`src/rtl/core_seq_ctrl_pkg.sv`:
```
// Shared encodings for the multi-cycle sequencer: state codes, RV32 opcode
// classes, and the fixed ebreak/nop instruction words.
package core_seq_ctrl_pkg;

  typedef enum logic [2:0] {
    ST_IDLE  = 3'd0,
    ST_FETCH = 3'd1,
    ST_EXEC  = 3'd2,
    ST_MEM   = 3'd3,
    ST_WB    = 3'd4,
    ST_HALT  = 3'd5,
    ST_ERROR = 3'd6
  } state_e;

  localparam logic [6:0] INST_LUI   = 7'b0110111;
  localparam logic [6:0] INST_AUIPC = 7'b0010111;
  localparam logic [6:0] INST_JAL   = 7'b1101111;
  localparam logic [6:0] INST_JALR  = 7'b1100111;
  localparam logic [6:0] INST_B     = 7'b1100011;
  localparam logic [6:0] INST_LW    = 7'b0000011;
  localparam logic [6:0] INST_S     = 7'b0100011;
  localparam logic [6:0] INST_I     = 7'b0010011;
  localparam logic [6:0] INST_R     = 7'b0110011;
  localparam logic [6:0] INST_CSR   = 7'b1110011;

  localparam logic [31:0] INST_EBREAK = 32'h0010_0073;
  localparam logic [31:0] INST_NOP    = 32'h0000_0013;

  // SYSTEM with func3==0 covers ecall/ebreak/mret, which never write a register.
  function automatic logic inst_writes_rf(input logic [31:0] ins);
    logic we;
    case (ins[6:0])
      INST_LUI, INST_AUIPC, INST_JAL, INST_JALR,
      INST_LW, INST_R, INST_I: we = 1'b1;
      INST_CSR:                we = (ins[14:12] != 3'b000);
      default:                 we = 1'b0;
    endcase
    return we;
  endfunction

  function automatic logic inst_writes_csr(input logic [31:0] ins);
    return (ins[6:0] == INST_CSR) && (ins[14:12] != 3'b000);
  endfunction

endpackage

```
`src/rtl/core_seq_ctrl_timeout.sv`:
```
// Wait-cycle counter shared by the fetch and data-memory handshakes; expired
// is raised while the current wait is the LIMIT-th consecutive one.
module core_seq_timeout #(
  parameter logic [7:0] LIMIT = 8'd255
) (
  input  logic clk_i,
  input  logic rst_ni,
  input  logic clr_i,
  input  logic inc_i,
  output logic expired_o
);

  logic [7:0] cnt_q;
  logic [7:0] cnt_d;

  always_comb begin
    cnt_d = cnt_q;
    if (clr_i) begin
      cnt_d = 8'd0;
    end else if (inc_i) begin
      cnt_d = cnt_q + 8'd1;
    end
  end

  always_ff @(posedge clk_i or negedge rst_ni) begin
    if (!rst_ni) begin
      cnt_q <= 8'd0;
    end else begin
      cnt_q <= cnt_d;
    end
  end

  assign expired_o = inc_i && (cnt_q == (LIMIT - 8'd1));

endmodule

```
`src/rtl/core_seq_ctrl.sv`:
```
// Multi-cycle sequencer: owns the PC, drives fetch and load/store handshakes,
// and pulses writeback enables once per retired instruction.
// Optional performance counters are enabled by defining CORE_SEQ_PERF_CNT_EN.
module core_seq_ctrl
  import core_seq_ctrl_pkg::*;
#(
  parameter logic [31:0] RESET_PC       = 32'h8000_0000,
  parameter int unsigned TIMEOUT_CYCLES = 255
) (
  input  logic        clk,
  input  logic        rst_n,
  output logic        ifu_req,
  output logic [31:0] ifu_addr,
  input  logic        ifu_rvalid,
  input  logic [31:0] ifu_rdata,
  input  logic        ifu_err,
  output logic        lsu_req,
  output logic        lsu_wen,
  input  logic        lsu_rvalid,
  input  logic        lsu_err,
  input  logic        is_jal,
  input  logic        is_jalr,
  input  logic        take_branch,
  input  logic [31:0] jal_target,
  input  logic [31:0] jalr_target,
  output logic [31:0] inst,
  output logic [31:0] pc,
  output logic        rf_we,
  output logic        csr_we,
  output logic        halt,
  output logic        err,
  output logic [63:0] perf_cycle,
  output logic [63:0] perf_instret
);

  state_e      state_q, state_d;
  logic [31:0] pc_q, pc_d;
  logic [31:0] inst_q, inst_d;
  logic        tmo_clr, tmo_inc, tmo_expired;

  // FETCH and MEM are never active together, so one counter serves both.
  assign tmo_clr = (state_q != ST_FETCH) && (state_q != ST_MEM);
  assign tmo_inc = ((state_q == ST_FETCH) && !ifu_rvalid) ||
                   ((state_q == ST_MEM)   && !lsu_rvalid);

  core_seq_timeout #(
    .LIMIT (TIMEOUT_CYCLES[7:0])
  ) u_timeout (
    .clk_i     (clk),
    .rst_ni    (rst_n),
    .clr_i     (tmo_clr),
    .inc_i     (tmo_inc),
    .expired_o (tmo_expired)
  );

  always_comb begin
    state_d = state_q;
    pc_d    = pc_q;
    inst_d  = inst_q;
    ifu_req = 1'b0;
    lsu_req = 1'b0;
    lsu_wen = 1'b0;
    rf_we   = 1'b0;
    csr_we  = 1'b0;
    case (state_q)
      ST_IDLE: state_d = ST_FETCH;
      ST_FETCH: begin
        ifu_req = 1'b1;
        if (ifu_rvalid) begin
          if (ifu_err) begin
            state_d = ST_ERROR;
          end else begin
            inst_d  = ifu_rdata;
            state_d = ST_EXEC;
          end
        end else if (tmo_expired) begin
          state_d = ST_ERROR;
        end
      end
      ST_EXEC: begin
        if (inst_q == INST_EBREAK) begin
          state_d = ST_HALT;
        end else if ((inst_q[6:0] == INST_LW) || (inst_q[6:0] == INST_S)) begin
          state_d = ST_MEM;
        end else begin
          state_d = ST_WB;
        end
      end
      ST_MEM: begin
        lsu_req = 1'b1;
        lsu_wen = (inst_q[6:0] == INST_S);
        if (lsu_rvalid) begin
          state_d = lsu_err ? ST_ERROR : ST_WB;
        end else if (tmo_expired) begin
          state_d = ST_ERROR;
        end
      end
      ST_WB: begin
        rf_we   = inst_writes_rf(inst_q);
        csr_we  = inst_writes_csr(inst_q);
        state_d = ST_FETCH;
        if (is_jalr) begin
          pc_d = jalr_target;
        end else if (is_jal || take_branch) begin
          pc_d = jal_target;
        end else begin
          pc_d = pc_q + 32'd4;
        end
      end
      ST_HALT:  state_d = ST_HALT;
      ST_ERROR: state_d = ST_ERROR;
      default:  state_d = ST_ERROR;
    endcase
  end

  always_ff @(posedge clk or negedge rst_n) begin
    if (!rst_n) begin
      state_q <= ST_IDLE;
      pc_q    <= RESET_PC;
      inst_q  <= INST_NOP;
    end else begin
      state_q <= state_d;
      pc_q    <= pc_d;
      inst_q  <= inst_d;
    end
  end

  assign ifu_addr = pc_q;
  assign pc       = pc_q;
  assign inst     = inst_q;
  assign halt     = (state_q == ST_HALT);
  assign err      = (state_q == ST_ERROR);

`ifdef CORE_SEQ_PERF_CNT_EN
  logic [63:0] perf_cycle_q, perf_instret_q;
  logic        core_active;

  assign core_active = (state_q != ST_IDLE) && (state_q != ST_HALT) &&
                       (state_q != ST_ERROR);

  always_ff @(posedge clk or negedge rst_n) begin
    if (!rst_n) begin
      perf_cycle_q   <= 64'h0;
      perf_instret_q <= 64'h0;
    end else begin
      if (core_active) begin
        perf_cycle_q <= perf_cycle_q + 64'd1;
      end
      if (state_q == ST_WB) begin
        perf_instret_q <= perf_instret_q + 64'd1;
      end
    end
  end

  assign perf_cycle   = perf_cycle_q;
  assign perf_instret = perf_instret_q;
`else
  assign perf_cycle   = 64'h0;
  assign perf_instret = 64'h0;
`endif

endmodule

```
`config.mk`:
```
export PLATFORM = sky130hd
export DESIGN_NAME = core_seq_ctrl
export DESIGN_NICKNAME = d
export VERILOG_FILES = /design/src/rtl/core_seq_ctrl_pkg.sv /design/src/rtl/core_seq_ctrl_timeout.sv /design/src/rtl/core_seq_ctrl.sv
export SDC_FILE = /design/constraint.sdc
export NUM_CORES = 1
export LEC_CHECK = 0
export ABC_CLOCK_PERIOD_IN_PS = 2000
export CAP_MARGIN = 20
export CORE_MARGIN = 4
export CORE_UTILIZATION = 35
export DETAILED_ROUTE_END_ITERATION = 6
export GPL_TIMING_DRIVEN = 1
export PLACE_DENSITY = 0.79
export SYNTH_ARGS = -nofsm -noshare
export SYNTH_HDL_FRONTEND = slang
export SYNTH_SLANG_ARGS = --single-unit
```
`constraint.sdc`:
```
create_clock -name clk -period 2 [get_ports clk]
set_clock_uncertainty 0.2 [all_clocks]
set_input_delay 0.4 -clock clk [delete_from_list [all_inputs] [get_ports clk]]
set_output_delay 0.4 -clock clk [all_outputs]
set_load 0.02 [all_outputs]
```
==> reports/qor.txt <==
Final #Nets: 1008
Ys Warns: 0
IO Port Bufs: 207
Max-cap violations: 0
Setup TNS: -1.11 ns
Leakage: 3.91 nW
Iteration-0 DRC Markers: 455
Critical setup path kind: reg2out
GR Overflow Total: 0
Dpl ws: -0.560 ns
Synth Flop Type: dfrtp_1
Die area: 0.0181 mm²
Number of flops mapped to enable cells by yosys: 0
Yosys top cell area share: 31.6%
Tcrit/Tclk final: 120%
Root Driver: clkbuf_16
Fin. Hold Viols: 0
Worst hold start: inst[30]$_DFFE_PN0P_
Initial Util: 35.5%
Startpoint types: flop
Async SR Flop Fraction: 100%
TritonCTS buffer count: 9
Slew Viols, Final: 0
CTS tree: done
Setup-failing EPs final: 3
Initial antenna violation count: 1
DR vias: 5337
Non-Filler Instances: 1121
Routed Antenna Nets: 0
Avg Vias per Cell: 4.76
WP data required: 1.40 ns
PwrDens: 488 mW/mm²
Top cells by area, synth: dfrtp_1, buf_4, mux2_2
Die X: 135 µm
Drt first pass iters: 5
Clk Latency, worst-skew pair: 0.33 ns
Crit-path max FO: 3
Total wire length: 17100 µm
# DRC: 0
Core ar.: 0.0158 mm²
Multi-input gate area: 0.00305 mm²
Area leader, netlist: dfrtp_1
Fmax: 417 MHz
Routed WL per cell: 15.2 µm
Status: finished with violations
Fillers: 1479
Fin worst setup slack: -0.399 ns
Global-route wire length before repair: 26100 µm
RSZ-0062 raised after global routing: true
Met2 WL post-DR: 8770 µm
Worst hold-check path type: reg2reg
Placed cell count: 1090
Die Span Y: 135 µm
Crit path DAT: 1.80 ns
# IOs: 336
RR Startpoint: ifu_addr[3]$_DFFE_PN0P_
Placer Congestion: 0.861
Post-Syn Area: 0.00561 mm²
Total clock sinks: 75
Flops & latches, synth: 75
Area delta synth->final: 47.8%
Hpwl dp: 13500 µm
Unique masters post-synth: 66
Final Instance Area: 0.00830 mm²
Pin count of the biggest net entering global routing: 39
Avg Inst Size Synth: 8.60 µm²
Row count: 46
Met1 WL: 6620 µm
Clock Pin Slew Worst Setup and Hold Paths: 0.06 ns
Number of global-route vias before repair: 5120
Failing checks: setup timing
Sequential share of the synthesized area: 33.5%
DR top layer: met5
Metal3 WL: 1280 µm
Placement Cell Area: 0.00780 mm²
Start point of the critical path: inst[0]$_DFFE_PN1P_
H-tree Lvls: 3
ANT cells: 0
Gate count after technology mapping: 653
CTS max path bufs: 2
Setup crit end kind: output pin
Final min period: 2.40 ns
GRT Total Usage: 17.8%
FF/Latch Area: 0.00189 mm²
Peak supply drop: 0.000401 V
Fraction of layout cells with a size suffix above 1: 20.3%
cell usage in the layout, fill, tap and decap left out, types with 6 or more instances in the layout:
| master | count |
|---|---|
| a21oi_1 | 17 |
| a31oi_1 | 14 |
| and3_1 | 9 |
| buf_12 | 6 |
| buf_4 | 80 |
| buf_6 | 6 |
| clkbuf_16 | 9 |
| clkdlybuf4s50_1 | 124 |
| conb_1 | 128 |
| dfrtp_1 | 63 |
| dfrtp_2 | 8 |
| dlygate4sd2_1 | 65 |
| dlymetal6s2s_1 | 8 |
| mux2_2 | 28 |
| nand2_1 | 61 |
| nand3_1 | 20 |
| nand4_1 | 9 |
| nor2_1 | 43 |
| o21ai_0 | 55 |
| o21ai_1 | 8 |
| xor2_1 | 8 |
per-layer routing:
| metal | vias to the layer above | GRT usage, % |
|---|---|---|
| li1 | 2507 | - |
| met1 | 2522 | 21.4 |
| met2 | 274 | 31.4 |
| met3 | 32 | 3.95 |
| met4 | 2 | 6.39 |
| met5 | - | 0 |
Yosys cell counts (2+ instances only):
cell / count
a211oi_1: 4
a21oi_1: 20
a221oi_1: 2
a22oi_1: 5
a31oi_1: 15
a41oi_1: 2
and2_1: 6
and3_1: 10
and3b_1: 3
buf_1: 2
buf_2: 5
buf_4: 160
clkbuf_1: 20
dfrtp_1: 71
dfstp_2: 4
ha_1: 3
inv_1: 5
mux2_1: 4
mux2_2: 28
nand2_1: 63
nand2b_1: 4
nand3_1: 23
nand3b_1: 2
nand4_1: 9
nor2_1: 46
nor2b_1: 2
nor3_1: 2
nor3b_1: 4
nor4_1: 5
nor4_4: 3
nor4b_1: 2
o211ai_1: 5
o21ai_0: 59
o21ai_1: 5
o22a_1: 2
o22ai_1: 4
o311ai_1: 3
o31a_1: 3
xnor2_1: 4
xor2_1: 8
worst paths after layout:
kind	slack, ns	to	cells past startpoint
hold / removal	0.32	inst[30]$_DFFE_PN0P_	1
setup / recovery	-0.40	lsu_wen	4
max in group asynchronous	0.70	ifu_addr[31]$_DFFE_PN1P_	3
min in group asynchronous	0.33	inst[5]$_DFFE_PN0P_	2
hold reg to reg	0.32	inst[30]$_DFFE_PN0P_	1
setup reg to reg	0.02	ifu_addr[22]$_DFFE_PN0P_	7
kinds of logic (layout without fill, tap and decap cells):
family	count (synthesis)	in the layout	synth area share [%]
fa+ha+maj	3	3	0.669
xor+xnor	12	12	1.87
mux	33	33	6.60
compound gates	143	143	15.6
buf+inv	192	317	23.6
flops	75	75	33.5
other cells	1	128	0.0668
simple gates	194	194	18.0
worst max-delay path: stages (launching register included):
cell      delay, ns
dfstp_2        0.53
nor4bb_4       0.36
nor3b_4        0.26
and3_4         0.20
buf_6          0.11
state kept, by name, indices dropped and copies added, names as in the netlist:
name	count
state_q	3
u_timeout.cnt_q	8
ifu_addr	32
inst	32
power by group:
part	switching [mW]	total, mW	internal, mW
logic	0.449	0.749	0.300
clock network	0.654	1.75	1.10
registers	0.0164	1.55	1.53
metrics by stage:
stage / hold WS, ns / power, mW / utilization (%)
after floorplan: -0.0956 / 2.16 / -
after global placement: 0.145 / 2.33 / 49.3
after detailed placement: 0.148 / 2.34 / 49.3
after CTS: 0.317 / 4.09 / 51.1
after global routing: 0.349 / 4.22 / 52.4
final: 0.320 / 4.05 / 52.4
area by class of cell:
cell class | count | share of cell area, %
Inverter | 5 | 0.226
Timing Repair Buffer | 296 | 33.1
Clock inverter | 6 | 1.09
Clock buffer | 10 | 2.76
Multi-Input combinational cell | 513 | 36.8
Sequential cell | 75 | 22.8
Tap cell | 216 | 3.26
repair_timing:
item                                   4_1_cts  5_1_grt
setup endpoints to repair                   78       25
resized for setup                           99       38
pin swaps                                    3       16
hold buffers                                 1        0
buffers inserted                             4       12
endpoints found under the hold margin       22        0
No activity file was read; power rests on OpenSTA's default activity.
